**config.mk**
```make
export PLATFORM = sky130hd
export DESIGN_NAME = std_spram_rmw
export DESIGN_NICKNAME = d
export VERILOG_FILES = /design/src/rtl/std_spram_rmw.sv
export SDC_FILE = /design/constraint.sdc
export NUM_CORES = 1
export LEC_CHECK = 0
export CAP_MARGIN = 20
export CORE_AREA = 2 2 368 461
export CTS_BUF_LIST = sky130_fd_sc_hd__clkbuf_4 sky130_fd_sc_hd__clkbuf_8 sky130_fd_sc_hd__clkbuf_16
export DETAILED_ROUTE_END_ITERATION = 10
export DIE_AREA = 0 0 370 463
export GPL_TIMING_DRIVEN = 1
export PLACE_DENSITY = 0.36
export SETUP_SLACK_MARGIN = 0.4
export SLEW_MARGIN = 20
export SYNTH_ARGS = -nofsm -noshare
export SYNTH_HDL_FRONTEND = slang
export SYNTH_SLANG_ARGS = --single-unit
```
**constraint.sdc**
```tcl
create_clock -name clk -period 3.9 [get_ports clk]
set_clock_uncertainty 0.15 [all_clocks]
set_input_delay 0.78 -clock clk [delete_from_list [all_inputs] [get_ports clk]]
set_output_delay 0.78 -clock clk [all_outputs]
set_load 0.02 [all_outputs]
```
**src/rtl/std_spram_rmw.sv**
```systemverilog
// std_spram_rmw: parametrised single-port SRAM with a valid/ready request port
// and byte-enable writes. Partial writes run as an internal read-modify-write.
// Optional build macro STD_SPRAM_OREG_EN adds an output register stage, which
// makes the read latency 2 cycles.
module std_spram_rmw #(
  parameter int unsigned WIDTH      = 16,
  parameter int unsigned DEPTH      = 64,
  parameter int unsigned ADDR_WIDTH = 6,
  parameter int unsigned BE_WIDTH   = WIDTH / 8
) (
  input  logic                  clk,
  input  logic                  rst,
  input  logic                  req_valid,
  output logic                  req_ready,
  input  logic                  req_we,
  input  logic [ADDR_WIDTH-1:0] req_addr,
  input  logic [WIDTH-1:0]      req_wdata,
  input  logic [BE_WIDTH-1:0]   req_be,
  output logic                  rsp_valid,
  output logic [WIDTH-1:0]      rsp_rdata,
  output logic                  err
);

  typedef enum logic [0:0] {StIdle, StRmwWr} state_e;

  // One extra bit so that DEPTH == 2**ADDR_WIDTH is representable.
  localparam logic [ADDR_WIDTH:0] DepthW = (ADDR_WIDTH + 1)'(DEPTH);

  state_e                r_state;
  state_e                w_state_d;

  logic [WIDTH-1:0]      r_mem [DEPTH];
  logic [WIDTH-1:0]      r_mem_rdata;

  // Operands of a pending partial write
  logic [ADDR_WIDTH-1:0] r_addr;
  logic [WIDTH-1:0]      r_wdata;
  logic [BE_WIDTH-1:0]   r_be;

  // First response stage
  logic                  r_rsp_valid;
  logic                  r_rsp_oor;
  logic                  r_err_rd;
  logic                  r_err_wr;
  logic [WIDTH-1:0]      r_rdata_hold;

  logic                  w_accept;
  logic                  w_in_range;
  logic                  w_be_all;
  logic                  w_be_none;
  logic                  w_mem_re;
  logic                  w_mem_we;
  logic                  w_latch;
  logic [ADDR_WIDTH-1:0] w_mem_addr;
  logic [WIDTH-1:0]      w_mem_wdata;
  logic [WIDTH-1:0]      w_merged;
  logic [WIDTH-1:0]      w_rsp_rdata1;

  assign req_ready  = (r_state == StIdle);
  assign w_accept   = req_valid & req_ready;
  assign w_in_range = ({1'b0, req_addr} < DepthW);
  assign w_be_all   = &req_be;
  assign w_be_none  = ~|req_be;

  // Merge latched write bytes over the word read back in the previous cycle.
  always_comb begin
    w_merged = r_mem_rdata;
    for (int i = 0; i < int'(BE_WIDTH); i++) begin
      if (r_be[i]) begin
        w_merged[8*i +: 8] = r_wdata[8*i +: 8];
      end
    end
  end

  // FSM next state and array access decode.
  always_comb begin
    w_state_d   = r_state;
    w_mem_re    = 1'b0;
    w_mem_we    = 1'b0;
    w_latch     = 1'b0;
    w_mem_addr  = req_addr;
    w_mem_wdata = req_wdata;
    case (r_state)
      StIdle: begin
        // Out-of-range requests are accepted but never touch the array.
        if (w_accept && w_in_range) begin
          if (!req_we) begin
            w_mem_re = 1'b1;
          end else if (w_be_all) begin
            w_mem_we = 1'b1;
          end else if (!w_be_none) begin
            w_mem_re  = 1'b1;
            w_latch   = 1'b1;
            w_state_d = StRmwWr;
          end
        end
      end
      StRmwWr: begin
        w_mem_we    = 1'b1;
        w_mem_addr  = r_addr;
        w_mem_wdata = w_merged;
        w_state_d   = StIdle;
      end
      default: w_state_d = StIdle;
    endcase
  end

  // FSM state register; async reset drops a pending merged write at once.
  always_ff @(posedge clk or posedge rst) begin
    if (rst) begin
      r_state <= StIdle;
    end else begin
      r_state <= w_state_d;
    end
  end

  // Storage array, one access per cycle; contents are not reset.
  always_ff @(posedge clk) begin
    if (w_mem_we) begin
      r_mem[w_mem_addr] <= w_mem_wdata;
    end
    if (w_mem_re) begin
      r_mem_rdata <= r_mem[w_mem_addr];
    end
  end

  // Latch operands of a partial write for the merge cycle.
  always_ff @(posedge clk or posedge rst) begin
    if (rst) begin
      r_addr  <= '0;
      r_wdata <= '0;
      r_be    <= '0;
    end else if (w_latch) begin
      r_addr  <= req_addr;
      r_wdata <= req_wdata;
      r_be    <= req_be;
    end
  end

  // First response stage: read-valid and error pulses one cycle after accept.
  always_ff @(posedge clk or posedge rst) begin
    if (rst) begin
      r_rsp_valid <= 1'b0;
      r_rsp_oor   <= 1'b0;
      r_err_rd    <= 1'b0;
      r_err_wr    <= 1'b0;
    end else begin
      r_rsp_valid <= w_accept & ~req_we;
      r_rsp_oor   <= w_accept & ~req_we & ~w_in_range;
      r_err_rd    <= w_accept & ~req_we & ~w_in_range;
      r_err_wr    <= w_accept & req_we & ~w_in_range;
    end
  end

  // Read data shown to the consumer; holds its last value between pulses.
  assign w_rsp_rdata1 = r_rsp_valid ? (r_rsp_oor ? '0 : r_mem_rdata) : r_rdata_hold;

  // Remember the last presented read data.
  always_ff @(posedge clk or posedge rst) begin
    if (rst) begin
      r_rdata_hold <= '0;
    end else begin
      r_rdata_hold <= w_rsp_rdata1;
    end
  end

`ifdef STD_SPRAM_OREG_EN
  logic             r_rsp_valid2;
  logic             r_err_rd2;
  logic [WIDTH-1:0] r_rsp_rdata2;

  // Output register stage; write-side errors bypass it.
  always_ff @(posedge clk or posedge rst) begin
    if (rst) begin
      r_rsp_valid2 <= 1'b0;
      r_err_rd2    <= 1'b0;
      r_rsp_rdata2 <= '0;
    end else begin
      r_rsp_valid2 <= r_rsp_valid;
      r_err_rd2    <= r_err_rd;
      r_rsp_rdata2 <= w_rsp_rdata1;
    end
  end

  assign rsp_valid = r_rsp_valid2;
  assign rsp_rdata = r_rsp_rdata2;
  assign err       = r_err_rd2 | r_err_wr;
`else
  assign rsp_valid = r_rsp_valid;
  assign rsp_rdata = w_rsp_rdata1;
  assign err       = r_err_rd | r_err_wr;
`endif

endmodule

```
== Word-level counts from Yosys, hierarchy flattened ==
Memories as Yosys holds them, arrays and structs flattened. A register that Yosys moved wholly into a read port is not among the register bits.
Index checks and enable logic that the tools add are counted.
Widths: inputs -> output; s select.
Word-level totals
  output and inout port bits: 19
  input bits: 28
  word-level logic and storage cells: 33
  register bits: 42
  RAM bits: 1024
  bits in read-only memories: 0
  latch bits: 0
  memories kept: 1
Memory list
  r_mem: depth 64, width 16, read ports 1, clocked after memory_dff 1, write ports 1, RTL line 32  | logic [WIDTH-1:0] r_mem [DEPTH];
Cells by class
  magnitude comparators: 0
  equality and inequality tests: 0
  multipliers: 0
  divide/modulo/power cells: 0
  shift-type cells: 0
  add/sub/neg operators: 0
  muxes and demuxes: 20
  bitwise logic cells: 4
  reduce and logical (&&, ||, !) cells: 2
Operators with widths (count)
  $mux 16: 2
  $mux 8: 2
  $mux 1: 13
  $mux 6: 1
  $pmux 1 s2: 2
  $and 1x1->1: 2
  $not 1->1: 2
  $reduce_and 2->1: 1
  $reduce_or 2->1: 1

== Depth between registers and ports, before layout ==
Gate-level depths: netlist of the first run.
  depth in word-level cells: 7
  gate-level depth with buffers: 12
  depth with buffers taken out: 6

== Worst setup path before layout of the first run ==
No wires, ideal clock.
  kind: register to register
  start point: register r_state
  end point: memory r_mem[0][10], data pin
  cell stages (with the launch flop): 7
  arrival: 2.990 ns
  slack: 0.211 ns
  data required time: 3.201 ns
  clock period less this slack: 3.689 ns
  setup time: 0.549 ns
  cells stage by stage: dfrtp_1 -> buf_6 -> buf_6 -> clkbuf_1 -> clkbuf_1 -> nor2_1 -> a21oi_1
Between the ends
  cells in the longest elaborated chain, start to end: 1
RTL lines
  start: declaration: RTL line 29  | state_e r_state;
  start signal: assignment: RTL line 111  | r_state <= StIdle;
  start signal: assignment: RTL line 113  | r_state <= w_state_d;
  $mux 16: RTL line 83  | case (r_state)
  via w_mem_wdata[10]: RTL line 55  | logic [WIDTH-1:0] w_mem_wdata;
  end: declaration: RTL line 32
The timed path passes the listed nets, and every way through them passes these cells.

== Worst setup path in the final report of the first run ==
  start point: register r_state
  end point: register r_mem_rdata[15] (read register of r_mem), data pin
Between the ends
  cells in the longest elaborated chain, start to end: 4
RTL lines
  $not 1->1
  $and 1x1->1: RTL line 60  | assign w_accept = req_valid & req_ready;
  $mux 1: RTL line 86  | if (w_accept && w_in_range) begin
  $mux 1: RTL line 83
  end: declaration: RTL line 33  | logic [WIDTH-1:0] r_mem_rdata;
Several ways; a longest one is shown, not always the timed one.
A chain may end at the register's enable or synchronous reset.

==> results.py, run 1 <==
metrics = {
    "layout": {
        "final-seq-area_mm2": 0.0323,
        "nets": 2880,
        "fillers": 16300,
        "fin_util": 0.320,
        "finalNonFillerCells": 5160,
        "drive_gt1_frac": 0.311,
        "multi_input_area_mm2": 0.00905,
        "area_delta_synth_final_pct": 28.8,
    },
    "routing": {
        "drt-initial-drc-count": 2496,
        "via_per_inst": 4.88,
        "drtAntennaViolNets": 0,
        "vias": 25200,
        "drt_wl_total_mm": 165,
        "drt_first_pass_iters": 7,
        "drcViolationCount": 0,
        "avgRoutedWirePerCell_um": 31.9,
    },
    "clocking": {
        "numCtsBuffers": 112,
        "cts.clk_slew.worst_paths_ns": 0.06,
        "htreeDepth": 3,
        "insertion_delay_ns": 0.75,
        "cts_root_buf": "clkbuf_16",
        "clock_path_buffers": 3,
        "clkSinkCount": 1082,
        "tritoncts": "yes",
    },
    "floorplanning": {
        "die_y_um": 463,
        "start_util": 0.249,
        "die_w_um": 370,
        "die_area_mm2": 0.171,
        "core_mm2": 0.167,
        "rows": 168,
        "io_pins": 47,
    },
    "placement": {
        "io_buffers": 45,
        "hpwlAfterDp_mm": 108,
        "place_inst": 4937,
        "place_congestion": 0.823,
    },
    "timing": {
        "slew_headroom": 0.305,
        "finalSetupViolations": 0,
        "tightest_slew_ns": 1.04,
        "clock.fmax_ghz": 0.286,
        "fin_crit_sh": 0.897,
        "fin_tns_setup_ns": 0,
        "hold_viol": 0,
        "fin_hold_ws_ns": 0.305,
        "maxSlewViolCount": 0,
        "period_needed_ns": 3.50,
        "rsz0062_at_grt": "yes",
    },
    "logic_synthesis": {
        "synth_area_mm2": 0.0416,
        "ys_types": 65,
        "syn_inst": 2384,
        "async_reset_ff_frac": 0.0388,
        "synth_top_area_share": 0.751,
        "synth-warning-count": 0,
        "synth_most_common_cell": "edfxtp_1",
        "synth_seq_cells": 1082,
        "synth-edff-count": 1040,
        "synth_fp_nets": 2413,
        "synth.top_cells.by_area": "edfxtp_1 (75%), mux2_2 (3.7%), a22oi_1 (3.1%), dfrtp_1 (2.5%), mux4_2 (1.9%)",
        "synth.largest_area_cell": "edfxtp_1",
        "synth_seq_area_share": 0.776,
        "synth_common_cells": "edfxtp_1 (1040), nand2_1 (190), a22oi_1 (174), mux2_2 (136), nor2_1 (100)",
        "synth_area_per_cell_um2": 17.4,
        "synth_flop_cell": "edfxtp_1",
    },
    "min_path": {
        "hold_class": "input pin to asynchronous set/reset pin",
    },
    "worst_setup_path": {
        "startpoint_type": "flip-flop",
        "cpMostUsedCell": "buf_12",
        "cp.arrival_ns": 3.84,
        "path_cells": "buf_2, mux2_4, buf_12, nand2_1, buf_6, buf_12, a21oi_1, o41ai_1, buf_4, o211ai_1, or4_1",
        "slowest_delay_ns": 0.53,
        "crit_path_end_kind": "flip-flop",
        "required_ns": 4.24,
        "slowest_stage": "dfrtp_4",
        "cp_max_fo": 13,
        "crit_type": "flip-flop to flip-flop",
    },
    "flow_run": {
        "maxCapViolCount": 0,
    },
    "power_and_ir_drop": {
        "ir_worst_vdd_mv": 0.357,
        "p_per_area_mw_per_mm2": 524,
        "p_leak_nw": 17.6,
    },
    "global_routing": {
        "antenna_found_initial": 9,
        "track_usage": 0.190,
        "grt_pass1_wl_mm": 224,
        "grt_pass1_vias": 25800,
        "grt-ovfl-total": 0,
        "grt_max_degree": 65,
    },
    "outcome": {
        "status": "finished, final reports clean",
    },
}
==> through the flow <==
| stage | cell area, µm² | setup WS (ns) | power (mW) |
|---|---|---|---|
| 6_report | 53500 | 0.400 | 28.0 |
| 5_1_grt | 53500 | 0.366 | 28.9 |
| 4_1_cts | 53400 | 0.394 | 28.3 |
| 3_5_place_dp | 49400 | -0.610 | 16.9 |
| 3_3_place_gp | 49400 | -0.970 | 16.8 |
| 2_1_floorplan | 41700 | 0.211 | 14.7 |
==> cells by family after synthesis <==
kind of cell             share of synthesized area
AND/OR/NAND/NOR                             0.0439
adder cells (fa/ha/maj)                   0.000301
other                                    0.0000902
flip-flops                                   0.776
buffers and inverters                       0.0178
AO/OA/AOI/OAI                               0.0908
multiplexers                                0.0707
==> repair_timing <==
item                                    4_1_cts  5_1_grt
hold buffers                                  0        0
resized for setup                            16       18
endpoints found under the setup margin       25       28
pin swaps                                     1        4
buffers inserted                              3        5
cloned                                        0        1
==> path summary, 6_finish.rpt <==
kind | from | to | slack [ns] | depth (start not counted)
worst max-delay path | r_state | r_mem_rdata[15] | 0.40 | 11
worst min-delay path | rst | r_rdata_hold[3] | 0.31 | 2
worst max register to register | r_state | r_mem_rdata[15] | 0.40 | 11
worst min register to register | r_wdata[10] | r_wdata[10] | 0.33 | 2
max in group asynchronous | rst | r_state | 2.74 | 3
min in group clk | r_wdata[10] | r_wdata[10] | 0.33 | 2
==> state kept, by name, summed over array words and instances (netlist names) <==
name / count
rsp_valid: 1
r_be: 2
r_mem_rdata: 16
r_rdata_hold: 16
r_wdata: 16
r_state: 1
r_mem: 1024
r_addr: 6
==> final cells by class <==
| cell class | count | area share |
|---|---|---|
| clock buffer | 133 | 0.0566 |
| inverter | 6 | 0.000421 |
| clock inverter | 78 | 0.0156 |
| tap | 2210 | 0.0516 |
| sequential | 1082 | 0.603 |
| antenna | 2 | 0.0000935 |
| timing repair buffer | 503 | 0.104 |
| multi-input combinational | 1146 | 0.169 |
==> where the power goes <==
group	total (mW)	switching (mW)	leakage, nW	internal, mW
clock network	11.4	4.75	1.92	6.66
logic	3.40	2.16	5.79	1.24
registers	13.2	0.166	9.86	13.1
total	28.0	7.08	17.6	21.0
==> critical path: cells and delay by family (launching register included) <==
family | cells | cell delay [ns]
buf+inv | 5 | 0.98
simple gates | 2 | 0.61
compound gates | 3 | 0.58
flops | 1 | 0.53
mux | 1 | 0.37
==> per-layer routing <==
metal	GRT usage	share of wire
met4	0.0654	0.033
met1	0.241	0.42
met5	0	0
met2	0.334	0.51
met3	0.0196	0.041
==> layout by cell type, fill, tap and decap left out, types with 25 or more instances in the layout <==
cell type | Yosys | layout
nand2_1 | 190 | 189
a22oi_1 | 174 | 173
edfxtp_1 | 1040 | 1040
clkdlybuf4s50_1 | 0 | 43
a222oi_1 | 46 | 46
nor2_2 | 0 | 43
clkbuf_16 | 0 | 117
buf_4 | 9 | 325
nor2_1 | 100 | 52
mux4_2 | 35 | 35
clkinv_2 | 0 | 25
mux2i_1 | 51 | 50
nand3_1 | 38 | 38
o211ai_1 | 34 | 34
dfrtp_1 | 42 | 40
nand4_1 | 27 | 27
buf_12 | 0 | 126
a21oi_1 | 71 | 54
mux2_2 | 136 | 135
o21ai_0 | 32 | 27
No activity file was read; power rests on OpenSTA's default activity.
==> run 2: changes to the inputs <==
--- a/constraint.sdc
+++ b/constraint.sdc
@@ -3,3 +3,3 @@
 set_input_delay 0.78 -clock clk [delete_from_list [all_inputs] [get_ports clk]]
 set_output_delay 0.78 -clock clk [all_outputs]
-set_load 0.02 [all_outputs]
+set_load 0.01 [all_outputs]
==> run 2 against run 1 <==
Register-to-register slack better by 0.03 ns. Fmax increased by 0.96%. Combinational power hardly changed. Final cell count about the same. Routed wire length grew 0.13%. Sequential cell count did not move. Via count rose by 0.37%. Sequential share of layout area about the same. Critical path depth is 1 lower. Global-route usage did not move. Core utilization is essentially flat. Highest routed layer unchanged.
==> results.py, run 2 (synthesis results as in run 1) <==
metrics = {
    "outcome": {
        "status": "finished, final reports clean",
    },
    "layout": {
        "finalNonFillerCells": 5158,
        "design_area_mm2": 0.0535,
        "final_common_cell": "edfxtp_1",
        "fin_util": 0.320,
        "fillers": 16300,
        "area_delta_synth_final_pct": 28.7,
        "drive_gt1_frac": 0.310,
        "largest_reg_flops": 1024,
        "nets": 2877,
        "final_cell_mix": "edfxtp_1 (1040), buf_4 (323), nand2_1 (189)",
        "top_register": "r_mem",
    },
    "placement": {
        "place_congestion": 0.823,
        "place_ws_ns": -0.610,
        "hpwlAfterDp_mm": 108,
        "io_buffers": 45,
        "place_inst": 4937,
        "placed_area_mm2": 0.0494,
    },
    "worst_setup_path": {
        "startpoint_type": "flip-flop",
        "required_ns": 4.24,
        "reg2regPathDepth": 10,
        "r2r-end": "r_mem_rdata[15]",
        "r2r-start": "r_state",
        "reg2reg_slack_ns": 0.43,
        "crit_path_end_kind": "flip-flop",
        "cp.arrival_ns": 3.81,
        "cp_max_fo": 13,
        "crit_type": "flip-flop to flip-flop",
    },
    "floorplanning": {
        "rows": 168,
        "start_util": 0.249,
        "die_y_um": 463,
        "io_pins": 47,
        "core_mm2": 0.167,
        "die_area_mm2": 0.171,
        "die_w_um": 370,
    },
    "routing": {
        "drt_wl_total_mm": 165,
        "via_per_inst": 4.90,
        "avgRoutedWirePerCell_um": 32.0,
        "drt-initial-drc-count": 2422,
        "drcViolationCount": 0,
        "drtAntennaViolNets": 0,
        "drt_first_pass_iters": 7,
        "vias": 25300,
    },
    "power_and_ir_drop": {
        "power_mw": 28.0,
        "ir_worst_vdd_mv": 0.357,
        "p_per_area_mw_per_mm2": 523,
        "p_leak_nw": 17.5,
    },
    "timing": {
        "hold_viol": 0,
        "clock.fmax_ghz": 0.288,
        "slew_headroom": 0.324,
        "finalSetupViolations": 0,
        "tightest_slew_ns": 1.01,
        "setup_slack_ns": 0.433,
        "maxSlewViolCount": 0,
        "fin_hold_ws_ns": 0.302,
        "period_needed_ns": 3.47,
        "fin_tns_setup_ns": 0,
        "rsz0062_at_grt": "yes",
        "fin_crit_sh": 0.889,
    },
    "global_routing": {
        "grt-ovfl-total": 0,
        "grt_pass1_wl_mm": 224,
        "use_met3": 0.0196,
        "grt_util_met1": 0.241,
        "grt_pass1_vias": 25800,
        "track_usage": 0.190,
        "antenna_found_initial": 9,
        "grt_max_degree": 65,
        "use_met2": 0.334,
        "grt-busiest-layer": "met2",
    },
    "clocking": {
        "numCtsBuffers": 112,
        "clkSinkCount": 1082,
        "htreeDepth": 3,
        "insertion_delay_ns": 0.75,
        "cts_hold_buf": 0,
        "cts.clk_slew.worst_paths_ns": 0.06,
        "cts_root_buf": "clkbuf_16",
        "tritoncts": "yes",
        "clock_path_buffers": 3,
    },
    "min_path": {
        "hold_class": "input pin to asynchronous set/reset pin",
    },
    "flow_run": {
        "maxCapViolCount": 0,
    },
}
[run 2: layer usage]
layer | up-vias | wire length [µm]
met5 | - | 0
li1 | 10700 | -
met3 | 182 | 6350
met4 | 0 | 5460
met1 | 13700 | 68900
met2 | 753 | 84400
[run 2: layout make-up]
cell class                      count  area [µm²]  share of cell area
Inverter                            6        22.5            0.000421
Clock buffer                      133        3030              0.0566
Sequential cell                  1082       32300               0.603
Timing Repair Buffer              500        5530               0.103
Tap cell                         2210        2770              0.0517
Multi-Input combinational cell   1146        9040               0.169
Clock inverter                     78         837              0.0156
Antenna cell                        3        7.51            0.000140
[run 2: repair_timing]
action,4_1_cts,5_1_grt
setup buffers,3,2
gates cloned,0,1
setup endpoints to repair,9,43
gates resized for setup,15,18
pin swaps,1,6
[run 2: power breakdown]
| part | leakage [nW] | internal (mW) | switching [mW] |
|---|---|---|---|
| Sequential | 9.86 | 13.1 | 0.165 |
| Combinational | 5.77 | 1.24 | 2.13 |
| Clock | 1.92 | 6.66 | 4.76 |
| Total | 17.5 | 21.0 | 7.05 |
[run 2: worst max-delay path by stage]
stage,start,end,slack [ns],cells past startpoint
after CTS,req_addr[0],r_mem_rdata[4],0.39,11
after global placement,req_addr[0],r_mem_rdata[4],-0.97,11
final,r_state,r_mem_rdata[15],0.43,10
after floorplan,r_state,r_mem[0][1],0.21,6
after global routing,r_addr[0],r_mem_rdata[4],0.39,8
after detailed placement,req_addr[0],r_mem_rdata[5],-0.61,12
[run 2: worst max-delay path, cell delays in order, from the launching register on]
cell and delay [ns]:
dfrtp_4 0.53, mux2_4 0.41, buf_12 0.19, nand2_1 0.19
buf_4 0.29, buf_12 0.18, a21oi_1 0.05, o41ai_1 0.39
buf_4 0.22, o211ai_1 0.16, or4_1 0.42
